<file path="config.mk">
export PLATFORM = sky130hd
export DESIGN_NAME = gmii_rx_frame
export DESIGN_NICKNAME = d
export VERILOG_FILES = /design/src/rtl/gmii_rx_frame.sv
export SDC_FILE = /design/constraint.sdc
export NUM_CORES = 1
export LEC_CHECK = 0
export CAP_MARGIN = 30
export CORE_UTILIZATION = 50
export DETAILED_ROUTE_END_ITERATION = 8
export HOLD_SLACK_MARGIN = 0.06
export PLACE_DENSITY_LB_ADDON = 0.15
export RECOVER_POWER = 100
export SYNTH_ARGS = -nofsm -noshare
export SYNTH_HDL_FRONTEND = slang
export SYNTH_SLANG_ARGS = --single-unit
export TNS_END_PERCENT = 10
</file>
<file path="constraint.sdc">
create_clock -name clk -period 4.89 [get_ports clk]
set_input_delay 0.978 -clock clk [delete_from_list [all_inputs] [get_ports clk]]
set_output_delay 0.978 -clock clk [all_outputs]
set_load 0.01 [all_outputs]
</file>
<file path="src/rtl/gmii_rx_frame.sv">
// GMII receive framing: strips preamble/SFD/header/FCS, filters on destination
// MAC, checks CRC-32, length and PHY error, and streams payload bytes with
// SOF/EOF/error framing. One byte per cycle, no backpressure.
module gmii_rx_frame #(
  parameter logic [47:0] LOCAL_MAC = 48'h020000000001,
  parameter int          MIN_FRAME = 64,
  parameter int          MAX_FRAME = 1518
) (
  input  logic        clk,
  input  logic        rst_n,
  input  logic [7:0]  gmii_rx_d,
  input  logic        gmii_rx_dv,
  input  logic        gmii_rx_er,
  input  logic        promisc,
  output logic [7:0]  m_data,
  output logic        m_valid,
  output logic        m_sof,
  output logic        m_eof,
  output logic        m_err,
  output logic [47:0] rx_src_mac,
  output logic [15:0] rx_ethertype,
  output logic [31:0] frames_ok,
  output logic [31:0] frames_bad,
  output logic [31:0] frames_filtered
);

  typedef enum logic [2:0] {S_IDLE, S_PREAMBLE, S_HDR, S_PAYLOAD, S_DROP} state_e;

  // Delay line depth equals FCS length + 1 so the FCS never leaves the block.
  localparam int          DLY      = 5;
  localparam logic [2:0]  DLY_FULL = 3'(DLY);
  localparam logic [15:0] MIN_CNT  = 16'(MIN_FRAME);
  localparam logic [15:0] MAX_CNT  = 16'(MAX_FRAME);
  localparam logic [31:0] CRC_INIT = 32'hFFFF_FFFF;
  localparam logic [31:0] CRC_RES  = 32'hDEBB_20E3;
  // Byte 0 of the destination is the MSB of the address.
  localparam logic [5:0][7:0] MAC_B = LOCAL_MAC;

  state_e               state_q, state_d;
  logic [15:0]          cnt_q, cnt_d;
  logic [31:0]          crc_q, crc_d;
  logic [DLY-1:0][7:0]  dl_q, dl_d;
  logic [2:0]           dl_n_q, dl_n_d;
  logic                 er_q, er_d;
  logic                 ucast_q, ucast_d;
  logic                 bcast_q, bcast_d;
  logic                 sof_pend_q, sof_pend_d;
  logic [47:0]          src_q, src_d;
  logic [7:0]           eth_hi_q, eth_hi_d;

  logic [7:0]           m_data_q, m_data_d;
  logic                 m_valid_q, m_valid_d;
  logic                 m_sof_q, m_sof_d;
  logic                 m_eof_q, m_eof_d;
  logic                 m_err_q, m_err_d;
  logic [47:0]          rx_src_q, rx_src_d;
  logic [15:0]          rx_eth_q, rx_eth_d;
  logic [31:0]          ok_q, ok_d;
  logic [31:0]          bad_q, bad_d;
  logic [31:0]          filt_q, filt_d;

  logic [15:0]          cnt_inc;
  logic [31:0]          crc_nxt;
  logic [2:0]           mac_sel;
  logic                 frame_bad;

  // Reflected CRC-32 advanced by one byte, LSB first.
  function automatic logic [31:0] crc_byte(input logic [31:0] c_in, input logic [7:0] d);
    logic [31:0] c;
    c = c_in ^ {24'd0, d};
    for (int i = 0; i < 8; i++)
      c = c[0] ? ((c >> 1) ^ 32'hEDB8_8320) : (c >> 1);
    return c;
  endfunction

  assign cnt_inc   = (cnt_q == 16'hFFFF) ? cnt_q : cnt_q + 16'd1;
  assign crc_nxt   = crc_byte(crc_q, gmii_rx_d);
  assign mac_sel   = 3'd5 - cnt_q[2:0];
  assign frame_bad = (crc_q != CRC_RES) | (cnt_q < MIN_CNT) | (cnt_q > MAX_CNT) | er_q;

  // Next-state, datapath and registered-output computation.
  always_comb begin
    state_d    = state_q;
    cnt_d      = cnt_q;
    crc_d      = crc_q;
    dl_d       = dl_q;
    dl_n_d     = dl_n_q;
    er_d       = er_q;
    ucast_d    = ucast_q;
    bcast_d    = bcast_q;
    sof_pend_d = sof_pend_q;
    src_d      = src_q;
    eth_hi_d   = eth_hi_q;
    m_data_d   = m_data_q;
    m_valid_d  = 1'b0;
    m_sof_d    = 1'b0;
    m_eof_d    = 1'b0;
    m_err_d    = 1'b0;
    rx_src_d   = rx_src_q;
    rx_eth_d   = rx_eth_q;
    ok_d       = ok_q;
    bad_d      = bad_q;
    filt_d     = filt_q;

    unique case (state_q)
      S_IDLE: begin
        if (gmii_rx_dv) begin
          if (gmii_rx_d == 8'h55) begin
            state_d = S_PREAMBLE;
          end else begin
            state_d = S_DROP;
            filt_d  = filt_q + 32'd1;
          end
        end
      end

      S_PREAMBLE: begin
        if (!gmii_rx_dv) begin
          state_d = S_IDLE;
        end else if (gmii_rx_d == 8'hD5) begin
          state_d = S_HDR;
          cnt_d   = 16'd0;
          crc_d   = CRC_INIT;
          er_d    = 1'b0;
          ucast_d = 1'b1;
          bcast_d = 1'b1;
        end else if (gmii_rx_d != 8'h55) begin
          state_d = S_DROP;
          filt_d  = filt_q + 32'd1;
        end
      end

      S_HDR: begin
        if (!gmii_rx_dv) begin
          state_d = S_IDLE;
          filt_d  = filt_q + 32'd1;
        end else begin
          cnt_d = cnt_inc;
          crc_d = crc_nxt;
          if (gmii_rx_er) er_d = 1'b1;
          if (cnt_q < 16'd6) begin
            ucast_d = ucast_q & (gmii_rx_d == MAC_B[mac_sel]);
            bcast_d = bcast_q & (gmii_rx_d == 8'hFF);
          end else if (cnt_q < 16'd12) begin
            src_d = {src_q[39:0], gmii_rx_d};
          end else if (cnt_q == 16'd12) begin
            eth_hi_d = gmii_rx_d;
          end else if (ucast_q | bcast_q | promisc) begin
            state_d    = S_PAYLOAD;
            rx_src_d   = src_q;
            rx_eth_d   = {eth_hi_q, gmii_rx_d};
            sof_pend_d = 1'b1;
            dl_n_d     = 3'd0;
          end else begin
            state_d = S_DROP;
            filt_d  = filt_q + 32'd1;
          end
        end
      end

      S_PAYLOAD: begin
        if (gmii_rx_dv) begin
          cnt_d = cnt_inc;
          crc_d = crc_nxt;
          if (gmii_rx_er) er_d = 1'b1;
          dl_d = {dl_q[DLY-2:0], gmii_rx_d};
          if (dl_n_q == DLY_FULL) begin
            m_valid_d  = 1'b1;
            m_data_d   = dl_q[DLY-1];
            m_sof_d    = sof_pend_q;
            sof_pend_d = 1'b0;
          end else begin
            dl_n_d = dl_n_q + 3'd1;
          end
        end else begin
          // End of frame: the four youngest bytes in the line are the FCS.
          if (dl_n_q == DLY_FULL) begin
            m_valid_d = 1'b1;
            m_data_d  = dl_q[DLY-1];
            m_sof_d   = sof_pend_q;
            m_eof_d   = 1'b1;
            m_err_d   = frame_bad;
            if (frame_bad) bad_d = bad_q + 32'd1;
            else           ok_d  = ok_q + 32'd1;
          end else begin
            bad_d = bad_q + 32'd1;
          end
          state_d    = S_IDLE;
          dl_n_d     = 3'd0;
          er_d       = 1'b0;
          sof_pend_d = 1'b0;
        end
      end

      S_DROP: begin
        if (!gmii_rx_dv) state_d = S_IDLE;
      end

      default: state_d = S_IDLE;
    endcase
  end

  // State and datapath registers; reset discards any frame in flight.
  always_ff @(posedge clk or negedge rst_n) begin
    if (!rst_n) begin
      state_q    <= S_IDLE;
      cnt_q      <= '0;
      crc_q      <= CRC_INIT;
      dl_q       <= '0;
      dl_n_q     <= '0;
      er_q       <= 1'b0;
      ucast_q    <= 1'b0;
      bcast_q    <= 1'b0;
      sof_pend_q <= 1'b0;
      src_q      <= '0;
      eth_hi_q   <= '0;
      m_data_q   <= '0;
      m_valid_q  <= 1'b0;
      m_sof_q    <= 1'b0;
      m_eof_q    <= 1'b0;
      m_err_q    <= 1'b0;
      rx_src_q   <= '0;
      rx_eth_q   <= '0;
      ok_q       <= '0;
      bad_q      <= '0;
      filt_q     <= '0;
    end else begin
      state_q    <= state_d;
      cnt_q      <= cnt_d;
      crc_q      <= crc_d;
      dl_q       <= dl_d;
      dl_n_q     <= dl_n_d;
      er_q       <= er_d;
      ucast_q    <= ucast_d;
      bcast_q    <= bcast_d;
      sof_pend_q <= sof_pend_d;
      src_q      <= src_d;
      eth_hi_q   <= eth_hi_d;
      m_data_q   <= m_data_d;
      m_valid_q  <= m_valid_d;
      m_sof_q    <= m_sof_d;
      m_eof_q    <= m_eof_d;
      m_err_q    <= m_err_d;
      rx_src_q   <= rx_src_d;
      rx_eth_q   <= rx_eth_d;
      ok_q       <= ok_d;
      bad_q      <= bad_d;
      filt_q     <= filt_d;
    end
  end

  assign m_data          = m_data_q;
  assign m_valid         = m_valid_q;
  assign m_sof           = m_sof_q;
  assign m_eof           = m_eof_q;
  assign m_err           = m_err_q;
  assign rx_src_mac      = rx_src_q;
  assign rx_ethertype    = rx_eth_q;
  assign frames_ok       = ok_q;
  assign frames_bad      = bad_q;
  assign frames_filtered = filt_q;

endmodule

</file>
==> results of run 1 <==
per-stage QoR:
stage	total power [W]	std cells
after floorplan	0.00456	1294
after global placement	0.00508	1825
after detailed placement	0.00510	1826
after CTS	0.00780	1886
after global routing	0.00810	1887
final	0.00771	1887
Yosys cell counts, drive strengths merged, types with 3 or more instances:
library cell	n	share of area, %
nor3	40	1.4
nand3b	5	0.26
or4	4	0.23
a31oi	17	0.73
nand4b	3	0.18
nor2	81	2.1
a21oi	30	1.0
buf	14	0.47
xor2	93	5.6
nand4	28	1.2
dfstp	32	5.8
nand2	185	4.8
dfrtp	294	50
or2	4	0.17
mux2	130	10
nor4b	6	0.46
inv	19	0.49
xnor2	78	4.7
and3	12	0.51
or3	4	0.17
a21o	3	0.15
nand2b	5	0.21
o21ai	16	0.55
nor2b	7	0.30
and2	8	0.34
nor4	33	1.6
ha	9	0.77
clkbuf	41	1.1
nand3	51	1.8
o22a	5	0.30
and4	12	0.72
flip-flops by register name, summed over array words and instances (netlist names), 3 cells and up:
| name | flops |
|---|---|
| dl_q | 40 |
| dl_n_q | 3 |
| state_q | 3 |
| frames_filtered | 32 |
| m_data | 8 |
| crc_q | 32 |
| eth_hi_q | 8 |
| frames_ok | 32 |
| rx_ethertype | 16 |
| cnt_q | 16 |
| rx_src_mac | 48 |
| src_q | 48 |
| frames_bad | 32 |
per-layer routing:
metal | track usage (%) | vias up | part of all wire (%)
li1 | - | 4829 | -
met3 | 5.34 | 56 | 7.0
met1 | 31.4 | 5029 | 45
met2 | 33.6 | 275 | 45
met4 | 6.34 | 0 | 2.4
met5 | 0 | - | 0
critical path: stages (launching register included):
cell and delay [ns]:
dfstp_1 0.56, or4bb_1 0.50, nor4_1 0.53, nor2b_1 0.27
nor4b_2 1.24, buf_4 0.38, nor4_1 0.09, xor2_1 0.16
report_power, final:
part,switching [W],internal [W]
clock network,0.00105,0.00162
logic,0.000980,0.000814
registers,0.000246,0.00300
final timing paths:
path                                start              to  slack, ns  depth (start not counted)
worst max-delay path            crc_q[26]  frames_bad[23]       1.02                          7
worst min-delay path             dl_q[12]        dl_q[20]       0.46                          2
worst max register to register  crc_q[26]  frames_bad[23]       1.02                          7
worst min register to register   dl_q[12]        dl_q[20]       0.46                          2
max in group asynchronous           rst_n       dl_n_q[1]       1.61                          2
min in group asynchronous           rst_n   frames_ok[17]       1.18                          1
area by class of cell:
| cell class | count | area [sq um] |
|---|---|---|
| Clock buffer | 48 | 985 |
| Clock inverter | 12 | 164 |
| Timing Repair Buffer | 204 | 1980 |
| Multi-Input combinational cell | 894 | 6070 |
| Fill cell | 2331 | 10700 |
| Inverter | 19 | 71.3 |
| Sequential cell | 326 | 8200 |
| Tap cell | 384 | 480 |
cell families (layout without fill, tap and decap cells):
kind of cell	Yosys count	after routing	synth area share (%)
DFF	326	326	56.2
xor gates and xnor gates	171	171	10.3
buffers and inverters	74	283	2.02
and+or+nand+nor	495	495	16.8
muxes	132	132	10.2
adders and majority gates	9	9	0.772
AOI/OAI and AO/OA	87	87	3.68
==> key figures, run 1 <==
Status
  • Status: finished with violations
  • Failing checks: capacitance limit, slew limit

Cells and area
  • Diode count: 0
  • Final Cell Area: 18,000 sq um
  • Fin util: 62.6%
  • Area Growth Syn to Fin: 23.1%
  • Most frequent cells in the layout: dfrtp_1 (294), nand2_1 (184), dlygate4sd3_1 (174), mux2_2 (129), xor2_1 (92)
  • Nets@finish: 1,502
  • Layout cells sized above 1: 15.9%
  • Leading cell type in the layout, fill and taps excluded: dfrtp_1

Synthesis
  • Post-synthesis net count: 1,316
  • Ys Warns: 0
  • Yosys reg bits: 326
  • Unique cell type count in the Yosys netlist: 61
  • Post-synth EDFFs: 0
  • Avg Cell Area, Syn: 11.3 sq um
  • Synth Flop Type: dfrtp_1
  • Mapped Cells: 1,294
  • Post-synthesis sequential area ratio: 56.2%
  • Mapped cell area: 14,600 sq um
  • Ys async rst share: 100%

Worst hold path
  • Min-Delay Path Class: reg2reg

STA
  • Hold WS: 0.460 ns
  • Final worst path period share: 79.2%
  • Final setup viols: 0
  • RSZ-0062 raised after global routing: no
  • Worst Skew: 0.0207 ns
  • Rel. slew slack: -63.4%
  • F_max: 0.258 GHz
  • Setup TNS: 0 ns
  • Worst Tran Pin Value: 2.45 ns
  • PnR worst setup slack: 1.02 ns
  • Final Critical Period: 3.87 ns
  • Fin. Hold Viols: 0
  • Slew Viols, Final: 224

Placement
  • Pre-CTS setup slack: 1.01 ns
  • Hpwl dp: 21,600 um
  • Port bufs: 184
  • RD Place Congestion: 0.871
  • Post-DP Area: 16,900 sq um

Die
  • Initial Util: 50.8%
  • IO Count: 185
  • Total core area: 28,700 sq um
  • Num rows: 62
  • Chip Width: 173 um
  • Die height: 173 um
  • Die ar.: 29,900 sq um

Drt
  • DRT iter0 DRCs: 629
  • Drt pass-1 iters: 4
  • Vias/cell: 5.40
  • Drc violations: 0
  • Total number of vias: 10,200
  • Post-route ant nets: 0
  • WL final: 32,000 um
  • Avg WL per Cell: 17.0 um

Setup path
  • CP endpoint kind: flop
  • Kind of critical path: reg2reg
  • Crit path max fanout: 18
  • Worst EP required: 5.25 ns
  • Crit path DAT: 4.23 ns
  • Worst setup SP type: flop

CTS
  • CTS H-tree depth: 2
  • # hold bufs at CTS: 0
  • Setup repair bufs after CTS: 0
  • CTS Buf Count: 35
  • Cts repair resizes: 0
  • Bufs on Longest Clock Path: 3
  • Clock Latency Late Sink: 0.51 ns
  • CTS tree: done
  • CTS clk-pin slew, worst paths: 0.06 ns
  • CTS Sinks: 326
  • Root cell of the clock tree: clkbuf_16

Global routing
  • First-pass GRT wire length: 53,900 um
  • Vias in the first global route: 10,100
  • Tot GR Track Use: 22.0%
  • Largest net degree at the start of global routing: 98
  • Total congestion overflow: 0
  • Initial antenna violation count: 1

Job
  • Max cap viols: 4

Pwr
  • Pleak: 8.93 nW
  • Max rail drop VDD: 0.286 mV
  • Power density over the cells: 429 nW/um^2
No activity file was read; power rests on OpenSTA's default activity.
==> run 2: changes to the inputs <==
==> constraint.sdc (replaced) <==
create_clock -name clk -period 3.5 [get_ports clk]
set_input_delay 0.7 -clock clk [delete_from_list [all_inputs] [get_ports clk]]
set_output_delay 0.7 -clock clk [all_outputs]
set_load 0.01 [all_outputs]
==> run 2 against run 1 <==
The run still ends with capacitance limit, slew limit left. Largest cell class unchanged. Routed wire length grew 1.7%. Via count increased by 1.5%. Die area unchanged.
==> key figures, run 2 (synthesized netlist as in run 1, its figures left out) <==
Die
  • Die height: 173 um
  • Initial Util: 50.8%
  • IO Count: 185
  • Total core area: 28,700 sq um
  • Num rows: 62
  • Die ar.: 29,900 sq um
  • Chip Width: 173 um

CTS
  • CTS Buf Count: 35
  • CTS H-tree depth: 2
  • Cts repair resizes: 0
  • # hold bufs at CTS: 0
  • Bufs on Longest Clock Path: 3
  • CTS clk-pin slew, worst paths: 0.06 ns
  • CTS Sinks: 326
  • Setup repair bufs after CTS: 0
  • Clock Latency Late Sink: 0.52 ns
  • Root cell of the clock tree: clkbuf_16
  • CTS tree: done

Setup path
  • Crit path max fanout: 48
  • CP endpoint kind: flop
  • Worst setup SP type: flop
  • Worst EP required: 3.90 ns
  • Slowest CP cell: nor4_1
  • Kind of critical path: reg2reg
  • Peak per-stage delay on the critical path: 0.59 ns
  • Crit-path cells: or4_1 -> nor4_1 -> clkbuf_1 -> nand2_1 -> nor2_1 -> nand2_2 -> buf_4 -> mux2_2
  • Worst R2R Setup Slack: 0.33 ns
  • Crit path DAT: 3.57 ns

Job
  • Max cap viols: 2

Pwr
  • Power density over the cells: 600 nW/um^2
  • Max rail drop VDD: 0.426 mV
  • Total power: 0.0109 W
  • Pleak: 9.09 nW

STA
  • Worst Skew: 0.0156 ns
  • Final Critical Period: 3.17 ns
  • RSZ-0062 raised after global routing: no
  • Final worst path period share: 90.6%
  • Worst Tran Pin Value: 2.18 ns
  • Rel. slew slack: -45.1%
  • Setup TNS: 0 ns
  • Final setup viols: 0
  • Fin. Hold Viols: 0
  • Hold WS: 0.460 ns
  • F_max: 0.315 GHz
  • Slew Viols, Final: 124

Drt
  • Vias/cell: 5.40
  • Drt pass-1 iters: 6
  • Post-route ant nets: 0
  • DRT iter0 DRCs: 683
  • Drc violations: 0
  • WL final: 32,600 um
  • Total number of vias: 10,300
  • Avg WL per Cell: 17.0 um

Status
  • Status: finished with violations
  • Failing checks: capacitance limit, slew limit

Cells and area
  • Fin cells: 1,913
  • Leading cell type in the layout, fill and taps excluded: dfrtp_1
  • Layout cells sized above 1: 17.3%
  • Most frequent cells in the layout: dfrtp_1 (294), nand2_1 (184), dlygate4sd3_1 (174), mux2_2 (129), xor2_1 (92)
  • Final Cell Area: 18,200 sq um
  • Nets@finish: 1,524
  • Diode count: 0
  • Area Growth Syn to Fin: 24.9%

Global routing
  • Initial antenna violation count: 1
  • Largest net degree at the start of global routing: 84
  • Vias in the first global route: 10,200
  • First-pass GRT wire length: 53,700 um
  • Tot GR Track Use: 22.0%
  • Total congestion overflow: 0

Placement
  • Port bufs: 184
  • RD Place Congestion: 0.907
  • Hpwl dp: 22,300 um
  • Placed insts: 1,849
  • Post-DP Area: 17,100 sq um

Worst hold path
  • Min-Delay Path Class: reg2reg
## run 2: cell count changes in the layout (fill, tap and decap cells not counted), sizes merged
| cell | delta |
|---|---|
| buf | +19 |
| bufinv | -1 |
| clkbuf | +8 |
## run 2: worst max-delay path: cells and delay by family, from the launching register on
family / cells / cell delay, ns
muxes: 1 / 0.36
and+or+nand+nor: 5 / 1.59
DFF: 1 / 0.43
buffers and inverters: 2 / 0.64
## run 2: per-layer routing
| metal | vias up | track usage, % | share of wire, % |
|---|---|---|---|
| met5 | - | 0 | 0 |
| met4 | 0 | 6.23 | 2.1 |
| met3 | 48 | 5.34 | 6.4 |
| met2 | 277 | 34.9 | 46 |
| met1 | 5131 | 30.2 | 45 |
| li1 | 4882 | - | - |
## run 2: stage by stage
stage                     util, %  setup slack, ns
after floorplan                 -            0.877
after global placement       59.5            0.413
after detailed placement     59.5            0.338
after CTS                    63.8            0.425
after global routing         63.5            0.141
final                        63.5            0.330
## run 2: cell type report
cell class | count | area (sq um)
Fill cell | 2296 | 10500
Clock buffer | 53 | 1090
Timing Repair Buffer | 226 | 2150
Multi-Input combinational cell | 894 | 6090
Sequential cell | 326 | 8200
Inverter | 19 | 71.3
Clock inverter | 11 | 145
Tap cell | 384 | 480
## run 2: power breakdown
| part | internal [W] | leakage (nW) | switching, W | total (W) |
|---|---|---|---|---|
| Combinational | 0.00118 | 4.11 | 0.00133 | 0.00251 |
| Clock | 0.00238 | 0.614 | 0.00148 | 0.00386 |
| Sequential | 0.00420 | 4.36 | 0.000361 | 0.00456 |
## run 2: final timing paths
path,from,end,cells past startpoint
max in group asynchronous,rst_n,frames_filtered[21],2
hold / removal,dl_q[29],dl_q[37],2
setup / recovery,cnt_q[9],src_q[33],8
setup reg to reg,cnt_q[9],src_q[33],8
min in group asynchronous,rst_n,frames_ok[27],1
hold reg to reg,dl_q[29],dl_q[37],2
